$ cat config.mk
export PLATFORM = sky130hd
export DESIGN_NAME = mem_fill_arbiter
export DESIGN_NICKNAME = d
export VERILOG_FILES = /design/src/rtl/mem_fill_arbiter.sv
export SDC_FILE = /design/constraint.sdc
export NUM_CORES = 1
export LEC_CHECK = 0
export CAP_MARGIN = 40
export CORE_UTILIZATION = 41
export CTS_BUF_LIST = sky130_fd_sc_hd__clkbuf_4
export DETAILED_ROUTE_END_ITERATION = 7
export PLACE_DENSITY_LB_ADDON = 0.25
export SYNTH_ARGS = -nofsm -noshare
export SYNTH_HDL_FRONTEND = slang
export SYNTH_SLANG_ARGS = --single-unit
$ cat constraint.sdc
create_clock -name clk -period 2 [get_ports clk]
set_input_delay 0.3 -clock clk [delete_from_list [all_inputs] [get_ports clk]]
set_output_delay 0.3 -clock clk [all_outputs]
set_load 0.1 [all_outputs]
$ cat src/rtl/mem_fill_arbiter.sv
// Shared memory port arbiter for I/D cache misses: 8-word pipelined block fills
// and single-word D-side write-through, with round-robin tie-breaking.
module mem_fill_arbiter #(
    parameter int LATENCY = 4
) (
    input  logic        clk,
    input  logic        rst_n,
    input  logic        i_req,
    input  logic [15:0] i_addr,
    input  logic        d_req,
    input  logic        d_wr,
    input  logic [15:0] d_addr,
    input  logic [15:0] d_wdata,
    output logic        mem_en,
    output logic        mem_wr,
    output logic [15:0] mem_addr,
    output logic [15:0] mem_wdata,
    input  logic [15:0] mem_rdata,
    output logic [15:0] fill_data,
    output logic [2:0]  fill_word,
    output logic        i_fill_we,
    output logic        d_fill_we,
    output logic        i_done,
    output logic        d_done,
    output logic        busy
);

    typedef enum logic [1:0] {IDLE, FILL, WRITE} state_t;

    state_t               state_q, state_d;
    logic                 own_d_q, own_d_d;    // 1: current fill belongs to D
    logic                 last_d_q, last_d_d;  // 1: D was granted last
    logic [15:0]          addr_q, addr_d;
    logic [15:0]          wdata_q, wdata_d;
    logic [3:0]           issue_q, issue_d;
    logic [2:0]           ret_q, ret_d;
    logic [LATENCY-1:0]   vld_q, vld_d;
    logic                 issue, ret, gnt_d;

    always_comb begin
        state_d   = state_q;
        own_d_d   = own_d_q;
        last_d_d  = last_d_q;
        addr_d    = addr_q;
        wdata_d   = wdata_q;
        issue_d   = issue_q;
        ret_d     = ret_q;
        mem_en    = 1'b0;
        mem_wr    = 1'b0;
        mem_addr  = 16'h0;
        mem_wdata = 16'h0;
        fill_data = mem_rdata;
        fill_word = 3'd0;
        i_fill_we = 1'b0;
        d_fill_we = 1'b0;
        i_done    = 1'b0;
        d_done    = 1'b0;
        busy      = (state_q != IDLE);
        gnt_d     = d_req && (!i_req || !last_d_q);
        issue     = (state_q == FILL) && !issue_q[3];
        ret       = (state_q == FILL) && vld_q[LATENCY-1];
        // A return emerges exactly LATENCY cycles after its issue.
        vld_d     = (vld_q << 1) | LATENCY'(issue);

        case (state_q)
            IDLE: begin
                issue_d = 4'd0;
                ret_d   = 3'd0;
                if (gnt_d) begin
                    last_d_d = 1'b1;
                    own_d_d  = 1'b1;
                    addr_d   = d_addr;
                    wdata_d  = d_wdata;
                    state_d  = d_wr ? WRITE : FILL;
                end else if (i_req) begin
                    last_d_d = 1'b0;
                    own_d_d  = 1'b0;
                    addr_d   = i_addr;
                    state_d  = FILL;
                end
            end
            FILL: begin
                if (issue) begin
                    mem_en   = 1'b1;
                    mem_addr = {addr_q[15:4], issue_q[2:0], 1'b0};
                    issue_d  = issue_q + 4'd1;
                end
                if (ret) begin
                    fill_word = ret_q;
                    i_fill_we = !own_d_q;
                    d_fill_we = own_d_q;
                    ret_d     = ret_q + 3'd1;
                    if (ret_q == 3'd7) begin
                        i_done  = !own_d_q;
                        d_done  = own_d_q;
                        state_d = IDLE;
                    end
                end
            end
            WRITE: begin
                mem_en    = 1'b1;
                mem_wr    = 1'b1;
                mem_addr  = addr_q;
                mem_wdata = wdata_q;
                d_done    = 1'b1;
                state_d   = IDLE;
            end
            default: state_d = IDLE;
        endcase
    end

    always_ff @(posedge clk or negedge rst_n) begin
        if (!rst_n) begin
            state_q  <= IDLE;
            own_d_q  <= 1'b0;
            last_d_q <= 1'b0;
            addr_q   <= 16'h0;
            wdata_q  <= 16'h0;
            issue_q  <= 4'd0;
            ret_q    <= 3'd0;
            vld_q    <= '0;
        end else begin
            state_q  <= state_d;
            own_d_q  <= own_d_d;
            last_d_q <= last_d_d;
            addr_q   <= addr_d;
            wdata_q  <= wdata_d;
            issue_q  <= issue_d;
            ret_q    <= ret_d;
            vld_q    <= vld_d;
        end
    end

endmodule

==> impl_metrics.yaml, run 1 <==
outcome:
  status: "finished with violations"
  violations: "setup timing"
critical_path:
  max_stage_delay_ns: 0.45
  cp-end-kind: "output port"
  cp-start-kind: "flip-flop"
  critical_path_class: "flip-flop to output port"
  critical_path_arrival_ns: 1.79
  critPathTopFamily: "flip-flops"
  crit_buf_inv: 1
  reg2reg_setup_slack_ns: 0.23
  cp_slowest_cell: "dfrtp_1"
  ff2ff_path_depth: 5
  worstPathCellList: "ha_4 > and2b_2 > o21a_4 > and2_4 > buf_12"
  crit_required_ns: 1.70
  crit_fanout: 7
  crit_start: "state_q[0]"
  reg2reg_to: "state_q[0]"
  r2r_start: "ret_q[0]"
die:
  die_h_um: 79.2
  rows: 27
  ios: 127
  start_util_pct: 43.6
  die_w_um: 79.2
  dieArea_um2: 6270
  core_area_um2: 5610
pwr:
  power_mw: 8.08
  p_per_area_nw_per_um2: 1900
  peakVddDrop_v: 0.00144
  leakagePower_nw: 1.87
global_routing:
  grt_max_degree: 33
  grt_pass1_wl_um: 9980
  first_global_vias: 2038
  grt_use_total_pct: 21.0
  antenna_found_initial: 0
  gr-total-overflow: 0
route:
  met2_length_um: 3310
  dr.pass1.iters: 5
  topRoutingLayerUsed: "met4"
  wl_met3_um: 393
  drt_iter0_markers: 45
  wl_per_cell_um: 15.9
  drc: 0
  drt-met1-wl_um: 2580
  ant_nets: 0
  vias_per_cell: 5.09
  totalWireLength_um: 6540
  vias: 2096
synthesis:
  syn_area_um2: 2440
  ys.flop_type: "dfrtp_1"
  yosysTopAreaCellShare_pct: 47.1
  syn_inst: 244
  yosysTopAreaCell: "dfrtp_1"
  synth_fp_nets: 319
  synth-seq-area-share_pct: 47.1
  synth_edf_count: 0
  synthTopCellsByArea: "dfrtp_1 47%, and2_1 7.7%, mux2_4 5.5%, nand2_1 5.5%, buf_4 4.9%"
  yosys_warnings: 0
  synth_cell_types: 31
  async_flop_share_pct: 100
  ys_ff_latch: 46
  synth.avg_cell_area_um2: 10.0
placed_design:
  dp_slack_ns: -0.0416
  dp_hpwl_um: 4470
  io_buffers: 94
  gp_congestion: 0.821
sta:
  fin_worst_skew_ns: 0.00494
  setup_viol: 17
  final-hold-violation-count: 0
  slew_violations: 0
  whs_ns: 0.368
  period_needed_ns: 2.09
  setup_ws_ns: -0.0908
  slew_headroom_pct: 63.4
  fin_crit_sh_pct: 105
  fmax_mhz: 478
  worst_slew_pin_slew_ns: 0.544
  rsz0062_at_grt: "true"
clock_network:
  cts.path.max_buffers: 2
  ctsHtreeMaxLevel: 2
  clk-insertion-delay-late_ns: 0.36
  cts_tree: "done"
  root_buffer: "clkbuf_4"
  cts_made_buffers: 5
  clk_pin_slew_ns: 0.13
  cts_sinks: 46
cells_and_area:
  num-fill-cells: 367
  layout-drive-gt1-share_pct: 40.6
  areaGrowthSynthToFinish_pct: 74.2
  num-nets-final: 414
  antenna_cells: 0
min_path:
  min_path_type: "flip-flop to flip-flop"
  holdPathEnd: "vld_q[1]"
  hold_depth: 0
  hold_start: "vld_q[0]"
job:
  cap_violations: 0
## logic make-up after synthesis
group	count (synthesis)	share of synthesized area (%)
AND/OR/NAND/NOR	99	19.8
buffers and inverters	32	7.89
XOR/XNOR	3	1.08
multiplexers	19	9.99
flip-flops	46	47.1
adder cells (fa/ha/maj)	6	3.07
AO/OA/AOI/OAI	39	11.1
## sequential cells by signal, indices dropped and copies added (netlist names)
name	count
addr_q	16
ret_q	3
state_q	2
vld_q	4
wdata_q	16
issue_q	4
last_d_q	1
## repair_timing
action                                  CTS  global route
setup buffers                             5             2
pin swaps                                 9            23
endpoints found under the setup margin   36            36
resized for setup                        15            20
hold endpoints to repair                 20             0
hold buffers                              1             0
gates cloned                              1             3
## worst max-delay path by stage
stage,to,cells after the start
5_1_grt,mem_addr[8],6
3_5_place_dp,mem_addr[8],5
2_1_floorplan,d_done,6
6_report,mem_addr[4],5
3_3_place_gp,mem_addr[14],5
4_1_cts,mem_addr[4],5
## synth_stat cells (2+ instances only)
| master | n |
|---|---|
| a31oi_1 | 16 |
| o21a_1 | 3 |
| ha_1 | 6 |
| a22oi_1 | 3 |
| o21ai_0 | 5 |
| a31o_2 | 3 |
| and3_1 | 5 |
| buf_2 | 4 |
| dfrtp_1 | 46 |
| buf_4 | 16 |
| mux2_4 | 9 |
| mux2i_1 | 3 |
| xnor2_1 | 2 |
| inv_1 | 4 |
| clkbuf_1 | 6 |
| nor2_1 | 21 |
| nand2_1 | 36 |
| nor2b_1 | 5 |
| and2_1 | 30 |
| a21oi_1 | 4 |
| mux2_2 | 7 |
## routing by layer
| layer | vias up | global-route usage, % |
|---|---|---|
| met5 | - | 0 |
| met1 | 986 | 24.5 |
| met4 | 0 | 10.4 |
| met3 | 29 | 4.60 |
| li1 | 992 | - |
| met2 | 89 | 36.2 |
## final cells by class
type                       count  area, um^2  share of cell area (%)
clock inverter                 3        63.8                    1.50
clock buffer                   5        37.5                   0.882
sequential                    46        1150                    27.1
inverter                       5        18.8                   0.441
tap                           72        90.1                    2.12
multi-input combinational    167        1300                    30.6
timing repair buffer         114        1590                    37.4
## metrics by stage
stage          cell area, um^2  util [%]  setup TNS, ns  cells
5_1_grt                   4260      75.9          -2.68    412
3_3_place_gp              3930      70.1              0    392
2_1_floorplan             2600         -        -0.0562    244
6_report                  4260      75.9          -1.25    412
4_1_cts                   4140      73.9          -1.40    407
3_5_place_dp              3930      70.1         -0.274    392
## layout by cell type, fill, tap and decap left out, types with 2 or more instances in the layout
cell             instances
dfrtp_1                 46
o21ai_0                  5
o21a_1                   2
and3_4                   2
clkdlybuf4s50_1         51
xnor2_1                  2
and3_1                   3
ha_4                     3
ha_1                     3
buf_6                    3
a31oi_1                 16
a31o_2                   3
mux2i_1                  3
o21a_4                   2
and2_4                  30
clkinv_1                 2
clkbuf_4                 5
nor2b_4                  4
nor2_1                  21
clkbuf_16                2
inv_1                    2
inv_2                    2
a22oi_2                  3
mux2_2                   7
buf_4                   11
bufinv_16                2
a21oi_1                  3
nand2_1                 36
mux2_4                   9
buf_12                  45
## power by group
group	leakage, nW	switching (mW)	internal (mW)	total (mW)
logic	1.27	3.28	2.41	5.69
clock network	0.0528	0.292	0.385	0.677
registers	0.547	0.342	1.38	1.72
Power figures use the tool's default switching activity.
==> run 2, diff against run 1 <==
CORE_MARGIN = 1   (was unset)
CORE_UTILIZATION = 37   (was 41)
MAX_ROUTING_LAYER = met4   (was unset)
clock period = 1.7 ns   (was 2 ns; I/O delays follow)
==> run 2 against run 1 <==
Routed wire length shrank 3.5%. Global-route usage decreased by 1.9 points. Register-to-register slack worse by 0.10 ns. Worst hold slack got worse by 0.0020 ns. Clock power fell by 25%. The run still ends with setup timing left.
==> impl_metrics.yaml, run 2 (synthesis gave the netlist of run 1 again) <==
critical_path:
  ff2ff_path_depth: 7
  cp-start-kind: "flip-flop"
  reg2reg_setup_slack_ns: 0.13
  crit_fanout: 13
  cp-end-kind: "output port"
  crit_required_ns: 1.44
  critical_path_class: "flip-flop to output port"
  r2r_start: "state_q[0]"
  reg2reg_to: "state_q[1]"
  critical_path_arrival_ns: 1.75
global_routing:
  grt_max_degree: 33
  first_global_vias: 2080
  grt_use_total_pct: 19.1
  gr-total-overflow: 0
  antenna_found_initial: 0
  grt_pass1_wl_um: 10300
placed_design:
  dpl_cell_area_um2: 4080
  dp_hpwl_um: 4560
  place_inst: 409
  gp_congestion: 0.742
  io_buffers: 94
cells_and_area:
  areaGrowthSynthToFinish_pct: 77.3
  final_cell_count_no_fill: 428
  stdcell_area_um2: 4330
  final_common_cell: "clkdlybuf4s50_1"
  top_regs: "addr_q x16, wdata_q x16"
  num-fill-cells: 458
  seqCellArea_um2: 1150
  num-nets-final: 425
  final_cell_mix: "51 x clkdlybuf4s50_1, 47 x buf_12, 46 x dfrtp_1"
  antenna_cells: 0
  multi_input_area_um2: 1290
  layout-drive-gt1-share_pct: 43.0
job:
  cap_violations: 0
die:
  core_area_um2: 6350
  die_h_um: 83.2
  start_util_pct: 38.5
  rows: 29
  dieArea_um2: 6930
  die_w_um: 83.2
  ios: 127
outcome:
  status: "finished with violations"
  violations: "setup timing"
sta:
  fmax_mhz: 500
  rsz0062_at_grt: "true"
  period_needed_ns: 2.00
  slew_violations: 0
  tns_ns: -10.11
  final-hold-violation-count: 0
  worst_slew_pin_slew_ns: 0.421
  setup_ws_ns: -0.301
  slew_headroom_pct: 71.9
  fin_crit_sh_pct: 118
  setup_viol: 41
  fin_worst_skew_ns: 0.0103
route:
  drt_iter0_markers: 55
  drc: 0
  vias: 2078
  totalWireLength_um: 6310
  wl_per_cell_um: 14.7
  vias_per_cell: 4.86
  dr.pass1.iters: 4
  ant_nets: 0
pwr:
  leakagePower_nw: 1.91
  p_per_area_nw_per_um2: 2160
  peakVddDrop_v: 0.00134
clock_network:
  cts_sinks: 46
  ctsHtreeMaxLevel: 2
  clk_pin_slew_ns: 0.13
  cts.path.max_buffers: 2
  clk-insertion-delay-late_ns: 0.35
  root_buffer: "clkbuf_4"
  cts_tree: "done"
  cts_made_buffers: 5
min_path:
  min_path_type: "primary input to asynchronous set/reset pin"
run 2: changes by cell type in the layout (fill, tap and decap cells not counted), moves of 2 or more:
cell / delta
and3_4: +3
buf_6: +3
and3_1: -3
bufinv_16: -2
buf_4: +7
buf_12: +2
run 2: critical path: stages, from the launching register on:
cell and delay [ns]:
dfrtp_1 0.43, inv_2 0.06, ha_1 0.32, o21a_4 0.23, and2_4 0.18, buf_12 0.17
run 2: area by class of cell:
type / count / area share [%]
well taps: 77 / 2.22
inverters: 5 / 0.520
multi-input cells: 166 / 29.7
clock inverters: 2 / 0.202
repair buffers: 126 / 39.7
flip-flops and latches: 46 / 26.6
clock buffers: 6 / 1.04
run 2: per-stage QoR:
step                power [mW]  utilization (%)  worst slack [ns]  hold WS (ns)
global route              9.80             68.2            -0.384         0.382
detailed placement        8.49             64.3            -0.165         0.209
finish                    9.35             68.2            -0.301         0.366
global placement          8.37             64.3            -0.116         0.213
CTS                       9.19             66.6            -0.312         0.342
floorplan                 6.46                -            -0.288       -0.0406
run 2: repair_timing:
item,CTS,global route
hold endpoints to repair,16,0
pin swaps,2,13
setup buffers,4,5
hold buffers,1,0
endpoints found under the setup margin,42,42
gates resized for setup,14,6
cloned,0,2
run 2: report_power, final:
part           switching [mW]  internal, mW
sequential              0.392          1.62
combinational            3.84          2.98
clock                   0.339         0.172
run 2: worst max-delay path by stage:
stage                           from  slack, ns  cells after the start            to
after global placement    state_q[0]      -0.12                      5  mem_addr[10]
after CTS                 state_q[0]      -0.31                      5  mem_addr[10]
after global routing      state_q[0]      -0.38                      5  mem_addr[10]
after floorplan           state_q[1]      -0.29                      6        d_done
after detailed placement  state_q[0]      -0.16                      5  mem_addr[10]
final                     state_q[0]      -0.30                      5   mem_addr[5]
run 2: metal layers:
layer / global-route usage (%) / up-vias / wire length (um) / part of all wire, %
li1: - / 1014 / - / -
met1: 23.2 / 972 / 2640 / 42
met2: 31.7 / 76 / 3220 / 51
met3: 3.28 / 16 / 305 / 4.8
met4: 7.21 / 0 / 145 / 2.3
met5: - / - / 0 / 0
==> run 3, diff against run 2 <==
PLACE_DENSITY = 0.79   (was unset)
PLACE_DENSITY_LB_ADDON = unset   (was 0.25)
==> run 3 against run 2 <==
The flow still finishes with violations (setup timing). Clock power about the same. Worst hold slack better by 0.0044 ns. Flip-flop and latch count unchanged. Combinational power up 1%. Sequential power about the same. Utilization down 0.99 points. Die area unchanged. Critical path type unchanged. Largest cell class unchanged. Largest power group unchanged.
==> impl_metrics.yaml, run 3 (synthesis gave the netlist of run 1 again) <==
outcome:
  status: "finished with violations"
  violations: "setup timing"
sta:
  rsz0062_at_grt: "true"
  final-hold-violation-count: 0
  whs_ns: 0.370
  slew_violations: 0
  fin_worst_skew_ns: 0.0153
  slew_headroom_pct: 66.3
  setup_ws_ns: -0.408
  setup_viol: 41
  fmax_mhz: 474
  worst_slew_pin_slew_ns: 0.505
  period_needed_ns: 2.11
  fin_crit_sh_pct: 124
placed_design:
  place_inst: 402
  io_buffers: 94
  dp_slack_ns: -0.0393
  gp_congestion: 0.817
  dp_hpwl_um: 4550
route:
  totalWireLength_um: 6230
  vias: 2058
  wl_per_cell_um: 14.8
  drc: 0
  vias_per_cell: 4.88
  drt_iter0_markers: 51
  dr.pass1.iters: 4
  ant_nets: 0
critical_path:
  critPathMostFrequentCell: "buf_12"
  critical_path_arrival_ns: 1.85
  critPathTopFamily: "buffers and inverters"
  crit_buf_inv: 3
  cp_slowest_cell: "dfrtp_1"
  crit_required_ns: 1.44
  critical_path_class: "flip-flop to output port"
  cp-start-kind: "flip-flop"
  worstPathCellList: "inv_2 > ha_4 > o21a_1 > buf_12 > and2_4 > buf_12"
  cp-end-kind: "output port"
  max_stage_delay_ns: 0.45
  crit_fanout: 13
clock_network:
  cts_made_buffers: 5
  root_buffer: "clkbuf_4"
  cts_tree: "done"
  cts_sinks: 46
  clk_pin_slew_ns: 0.13
  cts.path.max_buffers: 2
  ctsHtreeMaxLevel: 2
  clk-insertion-delay-late_ns: 0.36
die:
  dieArea_um2: 6930
  ios: 127
  die_w_um: 83.2
  rows: 29
  die_h_um: 83.2
  start_util_pct: 38.5
  core_area_um2: 6350
job:
  cap_violations: 0
cells_and_area:
  layout-drive-gt1-share_pct: 43.8
  num-nets-final: 419
  final_common_cell: "clkdlybuf4s50_1"
  final_cell_count_no_fill: 422
  final_cell_mix: "51 x clkdlybuf4s50_1, 46 x dfrtp_1, 45 x buf_12"
  top_regs: "addr_q x16, wdata_q x16"
  antenna_cells: 0
  num-fill-cells: 458
  areaGrowthSynthToFinish_pct: 74.7
global_routing:
  grt.busiest_layer: "met2"
  gr-total-overflow: 0
  antenna_found_initial: 0
  grt_max_degree: 24
  met3_usage_pct: 3.88
  met2_usage_pct: 32.9
  first_global_vias: 2157
  grt_use_total_pct: 19.5
  grtUsageMet1_pct: 22.8
  grt_pass1_wl_um: 10500
pwr:
  peakVddDrop_v: 0.00148
  leakagePower_nw: 1.86
  p_per_area_nw_per_um2: 2210
  power_mw: 9.41
min_path:
  min_path_type: "primary input to asynchronous set/reset pin"
==> run 3: changes by cell type in the layout (fill, tap and decap cells not counted), moves of 2 or more <==
cell,previous run,this run
ha_1,4,2
buf_12,47,45
buf_4,18,15
clkbuf_16,2,0
==> run 3: what timing repair did <==
item | in CTS | in global routing
endpoints found under the setup margin | 41 | 49
endpoints found under the hold margin | 20 | 0
gates resized for setup | 18 | 15
pin swaps | 3 | 4
hold buffers | 1 | 0
setup buffers | 10 | 5
==> run 3: layout make-up <==
class / count / area, um^2 / share of cell area [%]
multi-input combinational: 166 / 1320 / 31.0
sequential: 46 / 1150 / 27.0
timing repair buffer: 120 / 1620 / 37.9
inverter: 5 / 27.5 / 0.645
clock buffer: 6 / 45.0 / 1.06
tap: 77 / 96.3 / 2.26
clock inverter: 2 / 8.76 / 0.205
==> run 3: power breakdown <==
group | total [mW] | leakage (nW) | switching [mW] | internal [mW]
combinational | 6.90 | 1.28 | 3.90 | 3.01
clock | 0.509 | 0.0331 | 0.337 | 0.172
sequential | 2.00 | 0.547 | 0.382 | 1.62
total | 9.41 | 1.86 | 4.62 | 4.80
==> run 3: path summary, 6_finish.rpt <==
| kind | start | endpoint | slack [ns] | cells after the start |
|---|---|---|---|---|
| min | rst_n | addr_q[3] | 0.37 | 2 |
| min in group clk | vld_q[1] | vld_q[2] | 0.37 | 0 |
| max in group asynchronous | rst_n | wdata_q[0] | 0.66 | 3 |
| max reg2reg | state_q[0] | state_q[1] | 0.02 | 9 |
| max | state_q[0] | mem_addr[10] | -0.41 | 6 |
| min reg2reg | vld_q[1] | vld_q[2] | 0.37 | 0 |
==> run 3: metal layers <==
metal / vias up / wire [um]
met2: 86 / 3200
met5: - / 0
met3: 15 / 376
met4: 0 / 140
li1: 1004 / -
met1: 953 / 2520
==> run 3: stage by stage <==
step / util (%) / instance area (um^2) / setup TNS (ns)
6_report: 67.2 / 4270 / -11.44
2_1_floorplan: - / 2640 / -4.51
5_1_grt: 67.2 / 4270 / -14.69
4_1_cts: 66.3 / 4210 / -11.79
3_3_place_gp: 63.1 / 4010 / 0
3_5_place_dp: 63.1 / 4010 / -0.677
==> run 3: worst register-to-register path: stages, from the launching register on <==
cell      delay, ns
dfrtp_1        0.45
ha_4           0.18
buf_4          0.13
buf_6          0.11
buf_6          0.12
buf_6          0.11
buf_6          0.11
a21boi_4       0.15
a21oi_2        0.14
o32ai_2        0.09
